--- src/rtl/usb_pkg.sv ---
// usb_pkg
// Shared PID encodings for the full-speed OUT endpoint slice.
// Contents: token/data PIDs, handshake PIDs, and a data-PID classifier.
package usb_pkg;

  typedef logic [3:0] pid_t;

  localparam pid_t PID_OUT   = 4'b0001;
  localparam pid_t PID_SETUP = 4'b1101;
  localparam pid_t PID_DATA0 = 4'b0011;
  localparam pid_t PID_DATA1 = 4'b1011;

  localparam pid_t PID_ACK   = 4'b0010;
  localparam pid_t PID_NAK   = 4'b1010;
  localparam pid_t PID_STALL = 4'b1110;

  // True for DATA0/DATA1; bit 3 of these two PIDs is the data toggle.
  function automatic logic is_data_pid(input pid_t p);
    return (p == PID_DATA0) || (p == PID_DATA1);
  endfunction

endpackage

--- src/rtl/usb_fs_out_ep_if.sv ---
// usb_fs_out_ep_if
// Bundles the decoder-side inputs, the payload read port and the handshake
// request of the OUT endpoint.
//   slave  : endpoint view (decoder strobes in, read port / handshake out)
//   master : driver view (decoder model and payload consumer)
interface usb_fs_out_ep_if;
  logic [6:0] dev_addr;
  logic       stall;
  logic       pkt_start;
  logic       pkt_end;
  logic [3:0] pid;
  logic [6:0] addr;
  logic [3:0] endp;
  logic       valid_packet;
  logic       rx_data_put;
  logic [7:0] rx_data;
  logic [7:0] rd_data;
  logic       rd_valid;
  logic       rd_ready;
  logic       pkt_done;
  logic [6:0] pkt_len;
  logic       hs_req;
  logic [3:0] hs_pid;

  modport slave (
    input  dev_addr, stall, pkt_start, pkt_end, pid, addr, endp,
           valid_packet, rx_data_put, rx_data, rd_ready,
    output rd_data, rd_valid, pkt_done, pkt_len, hs_req, hs_pid
  );

  modport master (
    output dev_addr, stall, pkt_start, pkt_end, pid, addr, endp,
           valid_packet, rx_data_put, rx_data, rd_ready,
    input  rd_data, rd_valid, pkt_done, pkt_len, hs_req, hs_pid
  );
endinterface

--- src/rtl/usb_out_fifo.sv ---
// usb_out_fifo
// Payload buffer with a speculative write pointer: bytes of the packet in
// flight are written at wr_spec and only become readable once committed
// (wr_cmt <= wr_spec). A rollback discards them (wr_spec <= wr_cmt).
// Ports:
//   clk, reset_n           clock, async active-low reset
//   wr_en, wr_data         speculative byte write
//   commit, rollback       end-of-packet decision (mutually exclusive)
//   ovf                    sticky: a write was attempted while full
//   rd_data, rd_valid      registered read port
//   rd_ready               consumer accepts when rd_valid && rd_ready
module usb_out_fifo #(
  parameter int DEPTH = 64
) (
  input  logic       clk,
  input  logic       reset_n,
  input  logic       wr_en,
  input  logic [7:0] wr_data,
  input  logic       commit,
  input  logic       rollback,
  output logic       ovf,
  output logic [7:0] rd_data,
  output logic       rd_valid,
  input  logic       rd_ready
);
  localparam int AW = $clog2(DEPTH);
  localparam int PW = AW + 1;
  localparam logic [PW-1:0] DEPTH_P = PW'(DEPTH);

  logic [7:0]    mem_q [DEPTH];
  logic [PW-1:0] rd_ptr_q, rd_ptr_d;
  logic [PW-1:0] wr_cmt_q, wr_cmt_d;
  logic [PW-1:0] wr_spec_q, wr_spec_d;
  logic          ovf_q, ovf_d;
  logic          rd_valid_q, rd_valid_d;
  logic [7:0]    rd_data_q;
  logic          full_s, pop_s, wr_fire_s;

  // Pointer, overflow and read-port next-state logic.
  always_comb begin
    full_s    = (wr_spec_q - rd_ptr_q) == DEPTH_P;
    pop_s     = rd_valid_q && rd_ready;
    wr_fire_s = 1'b0;
    wr_cmt_d  = wr_cmt_q;
    wr_spec_d = wr_spec_q;
    ovf_d     = ovf_q;
    if (commit) begin
      wr_cmt_d = wr_spec_q;
      ovf_d    = 1'b0;
    end else if (rollback) begin
      wr_spec_d = wr_cmt_q;
      ovf_d     = 1'b0;
    end else if (wr_en) begin
      if (full_s) begin
        ovf_d = 1'b1;
      end else begin
        wr_fire_s = 1'b1;
        wr_spec_d = wr_spec_q + {{AW{1'b0}}, 1'b1};
      end
    end else begin
      wr_fire_s = 1'b0;
    end
    // rd_ptr addresses the byte currently presented; it advances on pop.
    rd_ptr_d   = rd_ptr_q + {{AW{1'b0}}, pop_s};
    // Uses the registered commit pointer, so a commit shows up a cycle later.
    rd_valid_d = (wr_cmt_q != rd_ptr_d);
  end

  // Storage array (no reset needed; validity comes from the pointers).
  always_ff @(posedge clk) begin
    if (wr_fire_s) begin
      mem_q[wr_spec_q[AW-1:0]] <= wr_data;
    end
  end

  // Pointer, flag and read-port registers.
  always_ff @(posedge clk or negedge reset_n) begin
    if (!reset_n) begin
      rd_ptr_q   <= '0;
      wr_cmt_q   <= '0;
      wr_spec_q  <= '0;
      ovf_q      <= 1'b0;
      rd_valid_q <= 1'b0;
      rd_data_q  <= 8'h00;
    end else begin
      rd_ptr_q   <= rd_ptr_d;
      wr_cmt_q   <= wr_cmt_d;
      wr_spec_q  <= wr_spec_d;
      ovf_q      <= ovf_d;
      rd_valid_q <= rd_valid_d;
      rd_data_q  <= mem_q[rd_ptr_d[AW-1:0]];
    end
  end

  assign ovf      = ovf_q;
  assign rd_data  = rd_data_q;
  assign rd_valid = rd_valid_q;
endmodule

--- src/rtl/usb_fs_out_ep.sv ---
// usb_fs_out_ep
// Full-speed OUT/SETUP endpoint receive stage. Matches tokens against the
// device address and EP_NUM, buffers the following DATA0/DATA1 payload with
// the two CRC16 bytes stripped by a 2-byte delay line, then commits or rolls
// back the packet and requests ACK/NAK/STALL two cycles after pkt_end.
// Ports:
//   clk, reset_n   clock, async active-low reset
//   bus (slave)    decoder strobes/fields, payload read port, handshake request
// Build option: USB_OUT_TOGGLE_CHECK_EN enables the data-toggle check
// (duplicates are ACKed and discarded); without it every good packet commits.
module usb_fs_out_ep
  import usb_pkg::*;
#(
  parameter int EP_NUM        = 1,
  parameter int DEPTH         = 64,
  parameter int TOKEN_TIMEOUT = 255
) (
  input logic            clk,
  input logic            reset_n,
  usb_fs_out_ep_if.slave bus
);
  localparam int TW = $clog2(TOKEN_TIMEOUT + 1);
  localparam logic [TW-1:0] TIMEOUT_P = TW'(TOKEN_TIMEOUT);

  localparam logic [1:0] IDLE      = 2'd0;
  localparam logic [1:0] WAIT_DATA = 2'd1;
  localparam logic [1:0] RX        = 2'd2;
  localparam logic [1:0] DECIDE    = 2'd3;

  logic [1:0]    state_q, state_d;
  logic [TW-1:0] tmr_q, tmr_d;
  logic [3:0]    pid_q, pid_d;
  logic          vld_q, vld_d;
  logic [6:0]    cnt_q, cnt_d;
  logic [7:0]    dl0_q, dl0_d, dl1_q, dl1_d;
  logic          hs_req_q, hs_req_d;
  logic [3:0]    hs_pid_q, hs_pid_d;
  logic          pkt_done_q, pkt_done_d;
  logic [6:0]    pkt_len_q, pkt_len_d;
`ifdef USB_OUT_TOGGLE_CHECK_EN
  logic          toggle_q, toggle_d;
`endif
  logic          token_hit_s, data_ok_s;
  logic          fifo_wr_s, commit_s, rollback_s, ovf_s;

  assign token_hit_s = bus.pkt_end && bus.valid_packet &&
                       ((bus.pid == PID_OUT) || (bus.pid == PID_SETUP)) &&
                       (bus.addr == bus.dev_addr) && (bus.endp == 4'(EP_NUM));

  // A runt (fewer than the 2 CRC bytes) counts as a bad packet.
  assign data_ok_s = vld_q && is_data_pid(pid_q) && (cnt_q >= 7'd2);

  // FSM, delay line and decision logic.
  always_comb begin
    state_d    = state_q;
    tmr_d      = tmr_q;
    pid_d      = pid_q;
    vld_d      = vld_q;
    cnt_d      = cnt_q;
    dl0_d      = dl0_q;
    dl1_d      = dl1_q;
    hs_req_d   = 1'b0;
    hs_pid_d   = hs_pid_q;
    pkt_done_d = 1'b0;
    pkt_len_d  = pkt_len_q;
    fifo_wr_s  = 1'b0;
    commit_s   = 1'b0;
    rollback_s = 1'b0;
`ifdef USB_OUT_TOGGLE_CHECK_EN
    toggle_d   = toggle_q;
`endif
    case (state_q)
      IDLE: begin
        if (token_hit_s) begin
          state_d = WAIT_DATA;
          tmr_d   = TIMEOUT_P;
`ifdef USB_OUT_TOGGLE_CHECK_EN
          if (bus.pid == PID_SETUP) toggle_d = 1'b0;
          else                      toggle_d = toggle_q;
`endif
        end else begin
          state_d = IDLE;
        end
      end
      WAIT_DATA: begin
        if (bus.pkt_start) begin
          state_d = RX;
          cnt_d   = 7'd0;
        end else if (bus.pkt_end || (tmr_q == '0)) begin
          state_d = IDLE;
        end else begin
          tmr_d = tmr_q - {{(TW-1){1'b0}}, 1'b1};
        end
      end
      RX: begin
        if (bus.rx_data_put) begin
          dl0_d = bus.rx_data;
          dl1_d = dl0_q;
          // Only a byte pushed out by two newer ones is payload.
          fifo_wr_s = (cnt_q >= 7'd2);
          if (cnt_q != 7'h7F) cnt_d = cnt_q + 7'd1;
          else                cnt_d = cnt_q;
        end else begin
          fifo_wr_s = 1'b0;
        end
        if (bus.pkt_end) begin
          state_d = DECIDE;
          pid_d   = bus.pid;
          vld_d   = bus.valid_packet;
        end else begin
          state_d = RX;
        end
      end
      DECIDE: begin
        state_d = IDLE;
        if (!data_ok_s) begin
          rollback_s = 1'b1;
        end else if (bus.stall) begin
          rollback_s = 1'b1;
          hs_req_d   = 1'b1;
          hs_pid_d   = PID_STALL;
        end else if (ovf_s) begin
          rollback_s = 1'b1;
          hs_req_d   = 1'b1;
          hs_pid_d   = PID_NAK;
        end
`ifdef USB_OUT_TOGGLE_CHECK_EN
        else if (pid_q[3] != toggle_q) begin
          // Retransmission of a packet already accepted: ACK, drop.
          rollback_s = 1'b1;
          hs_req_d   = 1'b1;
          hs_pid_d   = PID_ACK;
        end
`endif
        else begin
          commit_s   = 1'b1;
          hs_req_d   = 1'b1;
          hs_pid_d   = PID_ACK;
          pkt_done_d = 1'b1;
          pkt_len_d  = cnt_q - 7'd2;
`ifdef USB_OUT_TOGGLE_CHECK_EN
          toggle_d   = ~toggle_q;
`endif
        end
      end
      default: begin
        state_d = IDLE;
      end
    endcase
  end

  // State and output registers.
  always_ff @(posedge clk or negedge reset_n) begin
    if (!reset_n) begin
      state_q    <= IDLE;
      tmr_q      <= '0;
      pid_q      <= 4'h0;
      vld_q      <= 1'b0;
      cnt_q      <= 7'd0;
      dl0_q      <= 8'h00;
      dl1_q      <= 8'h00;
      hs_req_q   <= 1'b0;
      hs_pid_q   <= 4'h0;
      pkt_done_q <= 1'b0;
      pkt_len_q  <= 7'd0;
`ifdef USB_OUT_TOGGLE_CHECK_EN
      toggle_q   <= 1'b0;
`endif
    end else begin
      state_q    <= state_d;
      tmr_q      <= tmr_d;
      pid_q      <= pid_d;
      vld_q      <= vld_d;
      cnt_q      <= cnt_d;
      dl0_q      <= dl0_d;
      dl1_q      <= dl1_d;
      hs_req_q   <= hs_req_d;
      hs_pid_q   <= hs_pid_d;
      pkt_done_q <= pkt_done_d;
      pkt_len_q  <= pkt_len_d;
`ifdef USB_OUT_TOGGLE_CHECK_EN
      toggle_q   <= toggle_d;
`endif
    end
  end

  usb_out_fifo #(.DEPTH(DEPTH)) u_fifo (
    .clk      (clk),
    .reset_n  (reset_n),
    .wr_en    (fifo_wr_s),
    .wr_data  (dl1_q),
    .commit   (commit_s),
    .rollback (rollback_s),
    .ovf      (ovf_s),
    .rd_data  (bus.rd_data),
    .rd_valid (bus.rd_valid),
    .rd_ready (bus.rd_ready)
  );

  assign bus.hs_req   = hs_req_q;
  assign bus.hs_pid   = hs_pid_q;
  assign bus.pkt_done = pkt_done_q;
  assign bus.pkt_len  = pkt_len_q;
endmodule
--- src/flat_wrapper.sv ---
// flat-port wrapper written by rule: the top's interface ports become plain ports
module usb_fs_out_ep_flat import usb_pkg::*;
#(
  parameter int EP_NUM        = 1,
  parameter int DEPTH         = 64,
  parameter int TOKEN_TIMEOUT = 255
)
  (clk, reset_n, bus_dev_addr, bus_stall, bus_pkt_start, bus_pkt_end, bus_pid, bus_addr, bus_endp, bus_valid_packet, bus_rx_data_put, bus_rx_data, bus_rd_ready, bus_rd_data, bus_rd_valid, bus_pkt_done, bus_pkt_len, bus_hs_req, bus_hs_pid);
  usb_fs_out_ep_if bus_i ();
  input logic clk;
  input logic reset_n;
  input wire logic [$bits(bus_i.dev_addr)-1:0] bus_dev_addr;
  input wire logic [$bits(bus_i.stall)-1:0] bus_stall;
  input wire logic [$bits(bus_i.pkt_start)-1:0] bus_pkt_start;
  input wire logic [$bits(bus_i.pkt_end)-1:0] bus_pkt_end;
  input wire logic [$bits(bus_i.pid)-1:0] bus_pid;
  input wire logic [$bits(bus_i.addr)-1:0] bus_addr;
  input wire logic [$bits(bus_i.endp)-1:0] bus_endp;
  input wire logic [$bits(bus_i.valid_packet)-1:0] bus_valid_packet;
  input wire logic [$bits(bus_i.rx_data_put)-1:0] bus_rx_data_put;
  input wire logic [$bits(bus_i.rx_data)-1:0] bus_rx_data;
  input wire logic [$bits(bus_i.rd_ready)-1:0] bus_rd_ready;
  output wire logic [$bits(bus_i.rd_data)-1:0] bus_rd_data;
  output wire logic [$bits(bus_i.rd_valid)-1:0] bus_rd_valid;
  output wire logic [$bits(bus_i.pkt_done)-1:0] bus_pkt_done;
  output wire logic [$bits(bus_i.pkt_len)-1:0] bus_pkt_len;
  output wire logic [$bits(bus_i.hs_req)-1:0] bus_hs_req;
  output wire logic [$bits(bus_i.hs_pid)-1:0] bus_hs_pid;
  assign bus_i.dev_addr = bus_dev_addr;
  assign bus_i.stall = bus_stall;
  assign bus_i.pkt_start = bus_pkt_start;
  assign bus_i.pkt_end = bus_pkt_end;
  assign bus_i.pid = bus_pid;
  assign bus_i.addr = bus_addr;
  assign bus_i.endp = bus_endp;
  assign bus_i.valid_packet = bus_valid_packet;
  assign bus_i.rx_data_put = bus_rx_data_put;
  assign bus_i.rx_data = bus_rx_data;
  assign bus_i.rd_ready = bus_rd_ready;
  assign bus_rd_data = bus_i.rd_data;
  assign bus_rd_valid = bus_i.rd_valid;
  assign bus_pkt_done = bus_i.pkt_done;
  assign bus_pkt_len = bus_i.pkt_len;
  assign bus_hs_req = bus_i.hs_req;
  assign bus_hs_pid = bus_i.hs_pid;
  usb_fs_out_ep #(.EP_NUM(EP_NUM), .DEPTH(DEPTH), .TOKEN_TIMEOUT(TOKEN_TIMEOUT)) u_core (.clk(clk), .reset_n(reset_n), .bus(bus_i));
endmodule
--- config.mk ---
export PLATFORM = sky130hd
export DESIGN_NAME = usb_fs_out_ep_flat
export DESIGN_NICKNAME = d
export VERILOG_FILES = /design/src/rtl/usb_pkg.sv /design/src/rtl/usb_fs_out_ep_if.sv /design/src/rtl/usb_out_fifo.sv /design/src/rtl/usb_fs_out_ep.sv /design/src/flat_wrapper.sv
export SDC_FILE = /design/constraint.sdc
export NUM_CORES = 1
export LEC_CHECK = 0
export ABC_AREA = 1
export CAP_MARGIN = 10
export CORE_ASPECT_RATIO = 0.5
export CORE_MARGIN = 1.5
export CORE_UTILIZATION = 58
export CTS_BUF_LIST = sky130_fd_sc_hd__clkbuf_8
export CTS_CLUSTER_DIAMETER = 120
export CTS_CLUSTER_SIZE = 10
export DETAILED_ROUTE_END_ITERATION = 7
export PLACE_DENSITY = 0.78
export SYNTH_ARGS = -nofsm -noshare
export SYNTH_HDL_FRONTEND = slang
export SYNTH_SLANG_ARGS = --single-unit
--- constraint.sdc ---
create_clock -name clk -period 2.8 [get_ports clk]
set_input_delay 0.7 -clock clk [delete_from_list [all_inputs] [get_ports clk]]
set_output_delay 0.7 -clock clk [all_outputs]
set_load 0.005 [all_outputs]
==> results.txt, run 1 <==
The global route total overflow is 0. The net count of the mapped netlist is 2590. In this run the power density over the cells is 1046 mW/mm^2. Cell internal power was estimated by the tool at 17.67 mW. The wire length of the first global-routing pass is 103700 um. The number of distinct library cells after synthesis is 38. The number of gates given a new drive strength after cts is 0. The standard cell core area is 0.04378 mm^2.

The number of setup buffers added after CTS is 0. In the post-synthesis netlist, the cell with the most instances is nand2_1. For the worst setup path, the data required time is 3.13 ns. The top flip-flop cell by instance count after synthesis is edfxtp_1. Across the VDD grid, the largest voltage drop is 0.0006321 V. The worst min-delay path class is input port to async pin. The async set-reset flop share out of synthesis is 13.51%. The data arrival at the endpoint of the critical path came out at 2.91 ns. The share of Yosys cell area claimed by the top area cell type is 59.41%. The fraction of layout cells with a size suffix above 1 is 10.29%. Along the worst path, the maximum fanout reaches 44. The time the final worst path needs with I/O delays and setup came out at 2.577 ns. The number of buffer and inverter stages on the critical path came out at 2. Traced cell by cell, the critical path runs through ha_1 -> nand2_1 -> nor2_1 -> nand2_1 -> nand4_1 -> nand2_1 -> nand2_1 -> nand2_2 -> buf_12 -> nor3_1 -> buf_4.

The routed layout has 19240 vias. The die covers 0.04597 mm^2. The DRC marker count from the first detailed-route iteration is 2728.

Headroom to the max-slew limit came out at 44.17%. The count of state elements after synthesis came out at 592. The area share of xor/xnor cells in the synthesized design came out at 0.6043%. In this run the horizontal extent of the chip is 301.7 um.

In the final routed layout, each cell accounts on average for 20.36 um. TritonCTS built the clock tree. The commonest cells after synthesis are 868 x nand2_1, 512 x edfxtp_1, 379 x nand3_1, 213 x inv_1, 144 x nor2_1.

On the worst path, the slowest cell contributes a delay of 0.48 ns. The sequential element share of the synthesized area came out at 67.14%. The first-pass detailed-route iteration total is 6.

Summed over all instances, the cell type with the most area after synthesis is edfxtp_1. Entering global routing, the biggest net connects 60 pins. The share of the clock period used by the worst path after layout is 92.02%.

The utilization after layout is 66.99%. The number of instances in the synthesized netlist is 2537. The path type of the worst setup path is flip-flop to flip-flop.

The number of antenna violations at the first check in global routing came to 1. The via count of the first global-routing pass came out at 18620. The number of remaining DRC errors came out at 0. On the critical path the largest part of the delay comes from simple AND/OR/NAND/NOR gates.

By area, the combinational part of the netlist is dominated by simple AND/OR/NAND/NOR gates. The nature of the critical path startpoint is a flip-flop. In this run, flip-flops and latches consume 37.7% of the power. The synthesized netlist devotes 23.74% of its cell area to simple gates.

The clock tree skew after final layout came out at 0.02601 ns. Row generation in the floorplan step produced 54 rows. The leakage power of the design came out at 12.26 nW. The flow ran to the end, and the final reports show no timing, DRC or antenna violations.

Sorting the synthesized cells by area gives the leading types as edfxtp_1 59%, nand2_1 13%, dfrtp_1 7.7%. After synthesis the cells add up to 0.02588 mm^2. The post-synthesis mux area share came out at 0.08702%. The effective utilization at floorplan is 59.11%. The clock network fraction of design power is 17.5%. The hold violation count in the final report came out at 0. Summed over all nets, the half-perimeter wirelength after detailed placement is 43250 um. The combinational group share of total power came out at 44.8%. The post-detailed-routing wire length came out at 67610 um. The total setup violations reported at the end of the flow came out at 0. Buffers placed on the I/O ports in this run total 58.

Prior to clock tree synthesis, the placed netlist has a worst setup slack of -0.2607 ns. The number of max-slew violations in the final report is 0. The detailed-route vias per instance came out at 5.794. The number of placed I/O pins came out at 60. The actual slew at the worst max-slew pin is 0.8375 ns. Of the total synthesized cell area, the portion taken by full adders, half adders and majority gates is 0.7252%. The combined global-route utilization of all metal layers is 29.62%. Net switching is 42.42% of the power. The final net count came out at 2755.

The tree is rooted in a clkbuf_8. The synthesized area per cell came out at 10.20 um^2. In this run the number of H-tree levels came out at 3. CTS saw 592 sinks. The total number of yosys warnings is 0. The number of max-cap violations came out at 0. The number of flops mapped to enable cells by yosys is 512.

The worst setup path is captured at a flip-flop. The layout overhead on the synthesized area is 13.33%. The cell with the largest stage delay on the worst path is dfrtp_1. The buffer levels on the longest clock path came out at 3. The total of fill cells in the finished design came out at 3180.

The most frequent cell on the critical path is nand2_1. The post-route antenna net violation count is 0. The CTS buffer count is 69. The final critical-path setup slack came out at 0.2234 ns. The weighted congestion reported at the end of routability-driven placement is 0.9256.

The synthesized netlist devotes 1.934% of its cell area to compound gates. The clock reaches the later pin of the worst-skew pair after 0.65 ns. The antenna diode count is 0. The post-CTS clock slew at the launch and capture registers of the worst setup and hold paths came out at 0.07 ns. The maximum operating frequency came out at 388.1 MHz.

After clock tree synthesis, the flow added hold-fix buffers numbering 0. The net switching power of the design came out at 13.02 mW. Measured along the y axis, the die boundary spans 152.4 um. Setup repair after global routing left no endpoint under its margin.
-- placed cells by master, fill, tap and decap left out, types with 3 or more instances in the layout --
cell type and count:
nand2_1 867, edfxtp_1 512, nand3_1 379, inv_1 238, nor2_1 144, buf_4 131
dfrtp_1 72, clkbuf_8 71, o21ai_0 67, clkdlybuf4s50_1 57, nor3_1 47, buf_12 32
o21ai_1 14, ha_1 13, xor2_1 10, nand4_1 9, dfrtp_2 8, a21oi_1 7
nor2_2 6, nand2_2 5, inv_6 4, xnor2_1 4, or2_2 4, inv_2 3
o31ai_1 3
-- layout make-up --
cell class | instances | area (um^2) | share of cell area [%]
sequential | 592 | 17390 | 59.28
multi-input combinational | 1599 | 7068 | 24.10
timing repair buffer | 220 | 2195 | 7.483
clock buffer | 71 | 977.2 | 3.332
inverter | 220 | 832.0 | 2.837
tap | 588 | 735.7 | 2.508
clock inverter | 30 | 135.1 | 0.4607
-- logic make-up after synthesis --
logic type	count (synthesis)
compound gates	96
xor+xnor	17
fa+ha+maj	15
buf+inv	346
flops	592
mux	2
other cells	1
simple gates	1468
-- layer usage --
layer  share of wire (%)  GRT usage [%]
met5               0.034              0
met4                 3.6          10.69
met3                  13          7.057
met2                  45          45.89
met1                  38          41.25
-- per-stage QoR --
stage               power [mW]  hold slack (ns)  TNS (ns)  instance area, um^2  instances
floorplan                19.42           0.4044         0                25880       2537
global placement         24.74           0.4547    -1.560                28220       3219
detailed placement       25.03           0.4599    -1.803                28220       3219
CTS                      30.31          0.01843         0                29330       3320
global route             32.05          0.02847         0                29330       3320
finish                   30.69          0.03562         0                29330       3320
-- flip-flops by register name, summed over array words and instances, names as in the netlist, 3 cells and up, named ones only --
name	count
u_core.u_fifo.wr_spec_q	7
u_core.pid_q	3
u_core.u_fifo.rd_ptr_q	7
u_core.u_fifo.mem_q	512
u_core.u_fifo.wr_cmt_q	7
u_core.dl0_q	8
u_core.cnt_q	7
u_core.u_fifo.rd_data	8
u_core.dl1_q	8
u_core.tmr_q	8
u_core.bus.pkt_len	7
u_core.bus.hs_pid	3
-- power by group through the flow --
stage	clock network [mW]	registers, mW	logic (mW)
6_report	5.38	11.6	13.7
2_1_floorplan	0	11.6	7.78
5_1_grt	5.72	11.6	14.7
3_3_place_gp	0	11.7	13.0
3_5_place_dp	0	11.7	13.3
4_1_cts	5.38	11.5	13.4
-- final timing paths --
check | start | to | slack [ns] | cells past startpoint
min reg2reg | u_core.dl0_q[4]$_DFFE_PN0P_ | u_core.dl0_q[4]$_DFFE_PN0P_ | 0.48 | 2
min | reset_n | u_core.tmr_q[2]$_DFFE_PN0P_ | 0.04 | 1
max reg2reg | u_core.u_fifo.wr_spec_q[4]$_DFFE_PN0P_ | u_core.u_fifo.mem_q[50][5]$_DFFE_PP_ | 0.22 | 11
max in group asynchronous | reset_n | u_core.bus.pkt_len[0]$_DFFE_PN0P_ | 2.11 | 2
max | u_core.u_fifo.wr_spec_q[4]$_DFFE_PN0P_ | u_core.u_fifo.mem_q[50][5]$_DFFE_PP_ | 0.22 | 11
min in group clk | u_core.dl0_q[4]$_DFFE_PN0P_ | u_core.dl0_q[4]$_DFFE_PN0P_ | 0.48 | 2
Note: power is estimated with default switching activity, not from simulation.
==> inputs of run 2 (changes only) <==
Settings changed: CORE_MARGIN 1.5 to 5.
==> results.txt, run 2 (synthesis results as in run 1) <==
The flow ran to the end, and the final reports show no timing, DRC or antenna violations. The power density of the placed cells came out at 1062 mW/mm^2 (+1.5%). The clock tree skew after final layout is 0.04917 ns (+0.02316 ns). The number of cell instances on the worst register-to-register path came out at 11 (unchanged).

Leaving out fill and tap cells, the most frequent cells in the layout are 867 x nand2_1, 512 x edfxtp_1, 379 x nand3_1. The number of antenna violations at the first check in global routing came out at 0 (-1). The actual slew at the worst max-slew pin is 0.8930 ns (+0.05550 ns). The required time of the critical path came to 3.14 ns (about the same). The final instance area is 0.02969 mm^2 (+1.2%). The fraction of layout cells with a size suffix above 1 is 11.44% (+1.2 points). The clock latency reported for the late side of the worst-skew pair came out at 0.64 ns (about the same). The number of placed I/O pins came out at 60 (unchanged). The effective utilization at floorplan is 59.02% (-0.091 points).

The maximum operating frequency came to 377.3 MHz (-2.8%). The library cell used most frequently in the layout, excluding fill and tap cells, is nand2_1. The count of buffers inserted at the top-level ports came out at 58 (unchanged). The antenna diode count is 0 (unchanged). The tree is rooted in a clkbuf_8.

The total of fill cells in the finished design is 3113 (-2.1%). The setup fix buffers added after clock tree synthesis is 0 (unchanged). The combined global-route utilization of all metal layers is 27.97% (-1.6 points). The maximum ir drop on the vdd rail came to 0.0006358 V (+0.59%). The post-route antenna net violation count came out at 0 (unchanged).

The number of max-slew violations in the final report is 0 (unchanged). The number of remaining DRC errors is 0 (unchanged). The worst min-delay path class is input port to async pin.

The global route total overflow came out at 0 (unchanged). The number of levels in the clock H-tree is 3 (unchanged). The number of gates given a new drive strength after cts came out at 0 (unchanged). The maximum fanout count along the critical path is 27 (-39%). The via count of the routed design is 19400 (+0.86%). The cell row count is 54 (unchanged). Compared with the post-synthesis result, the final layout area differs by 14.73%. The cell area reported after detailed placement came out at 0.02857 mm^2 (+1.2%).

The total clock sinks was 592 (unchanged). The first-pass detailed-route iteration total is 6 (unchanged). The time the final worst path needs with I/O delays and setup is 2.650 ns (+0.07365 ns).

The wire length of the first global-routing pass came out at 106100 um (+2.4%). The detailed-route vias per instance is 5.762 (-0.55%). The share of the clock period used by the worst path after layout came out at 94.65% (+2.6 points). The CTS buffer count is 69 (unchanged). The data arrival at the endpoint of the critical path came to 2.99 ns (+0.08 ns). The nature of the critical path startpoint is a flip-flop. The maximum number of pins on one net before global-route repair is 50 (-17%). The detailed placer's ending HPWL is 45420 um (+5.0%).

The buffer levels on the longest clock path came out at 3 (unchanged). The number of flip-flops under the largest register name is 512 (unchanged). The die span in x was 308.7 um (+2.3%). The register area came out at 0.01739 mm^2 (unchanged). The weighted congestion reported at the end of routability-driven placement came out at 1.027 (+11%). The final critical-path setup slack is 0.1497 ns (-0.07365 ns). The area of the die is 0.04920 mm^2 (+7.0%). The wire length per cell came out at 20.44 um (+0.37%). The via count of the first global-routing pass is 18930 (+1.7%).

The DRC marker count from the first detailed-route iteration came out at 2838 (+4.0%). The area occupied by multi-input gates came out at 0.007068 mm^2 (unchanged). The minimum setup slack after placement is -0.2223 ns (+0.03837 ns). The hold violation count in the final report came out at 0 (unchanged). The endpoint kind of the worst setup timing path is a flip-flop. The leakage power of the design is 12.52 nW (+2.2%). TritonCTS built the clock tree. The total setup violations reported at the end of the flow is 0 (unchanged). The path type of the worst setup path is flip-flop to flip-flop. The power after layout came out at 31.53 mW (+2.8%). The final net count came out at 2795 (+1.5%). The accumulated negative setup slack is 0 ns (unchanged). The post-detailed-routing wire length came out at 68820 um (+1.8%). The final hold slack came out at 0.04353 ns (+0.007909 ns). The number of max-cap violations came to 0 (unchanged). The number of buffers inserted for hold repair after clock tree synthesis came out at 0 (unchanged). The relative max-transition margin was 40.47% (-3.7 points). The floorplan die height is 159.4 um (+4.6%). Setup repair after global routing left no endpoint under its margin. The post-CTS clock slew at the launch and capture registers of the worst setup and hold paths came to 0.07 ns (about the same).

The standard cell core area was 0.04385 mm^2 (+0.15%).
==> run 2: cell types whose count changed in the layout (fill, tap and decap cells not counted) <==
cell,change
inv_6,-2
buf_4,+36
buf_12,+4
inv_1,+10
clkinvlp_4,-1
==> run 2: metrics by stage <==
| step | utilization, % | instances |
|---|---|---|
| after global routing | 67.71 | 3367 |
| after global placement | 65.15 | 3259 |
| after detailed placement | 65.15 | 3259 |
| final | 67.71 | 3367 |
| after CTS | 67.71 | 3367 |
| after floorplan | - | 2537 |
==> run 2: power breakdown <==
part           leakage, nW  total, mW  internal [mW]  switching (mW)
combinational         6.14       14.7           5.14            9.54
clock                0.702       5.33           2.33            3.00
sequential            5.68       11.5           10.8           0.709
==> run 2: area by class of cell <==
type,count,area share [%]
clock inverters,37,0.4972
flip-flops and latches,592,58.56
clock buffers,71,3.291
well taps,588,2.478
repair buffers,260,8.571
multi-input cells,1599,23.80
inverters,220,2.802
==> run 2: path summary, 6_finish.rpt <==
path	start	slack (ns)	endpoint
max	u_core.u_fifo.rd_ptr_q[3]$_DFF_PN0_	0.15	u_core.u_fifo.mem_q[52][3]$_DFFE_PP_
min	reset_n	0.04	u_core.u_fifo.rd_data[7]$_DFF_PN0_
max reg2reg	u_core.u_fifo.rd_ptr_q[3]$_DFF_PN0_	0.15	u_core.u_fifo.mem_q[52][3]$_DFFE_PP_
min reg2reg	u_core.dl0_q[2]$_DFFE_PN0P_	0.47	u_core.dl0_q[2]$_DFFE_PN0P_
max in group asynchronous	reset_n	2.11	u_core.bus.hs_req$_DFF_PN0_
min in group clk	u_core.dl0_q[2]$_DFFE_PN0P_	0.47	u_core.dl0_q[2]$_DFFE_PN0P_
==> run 2: routing by layer <==
metal	global-route usage (%)	up-vias	part of all wire (%)
met5	0	-	0
met4	9.253	0	3.6
met3	7.843	202	13
met2	43.21	1222	45
met1	38.94	9140	39
li1	-	8837	-
==> run 2: critical path: stages (launching register included) <==
cell and delay (ns):
dfrtp_1 0.40, inv_1 0.08, ha_1 0.36, nor2_1 0.15, nand2_1 0.07, a21oi_1 0.14, nor2_1 0.06, nand2_1 0.19
nand2_2 0.13, buf_12 0.20, nor3_1 0.34, buf_4 0.25
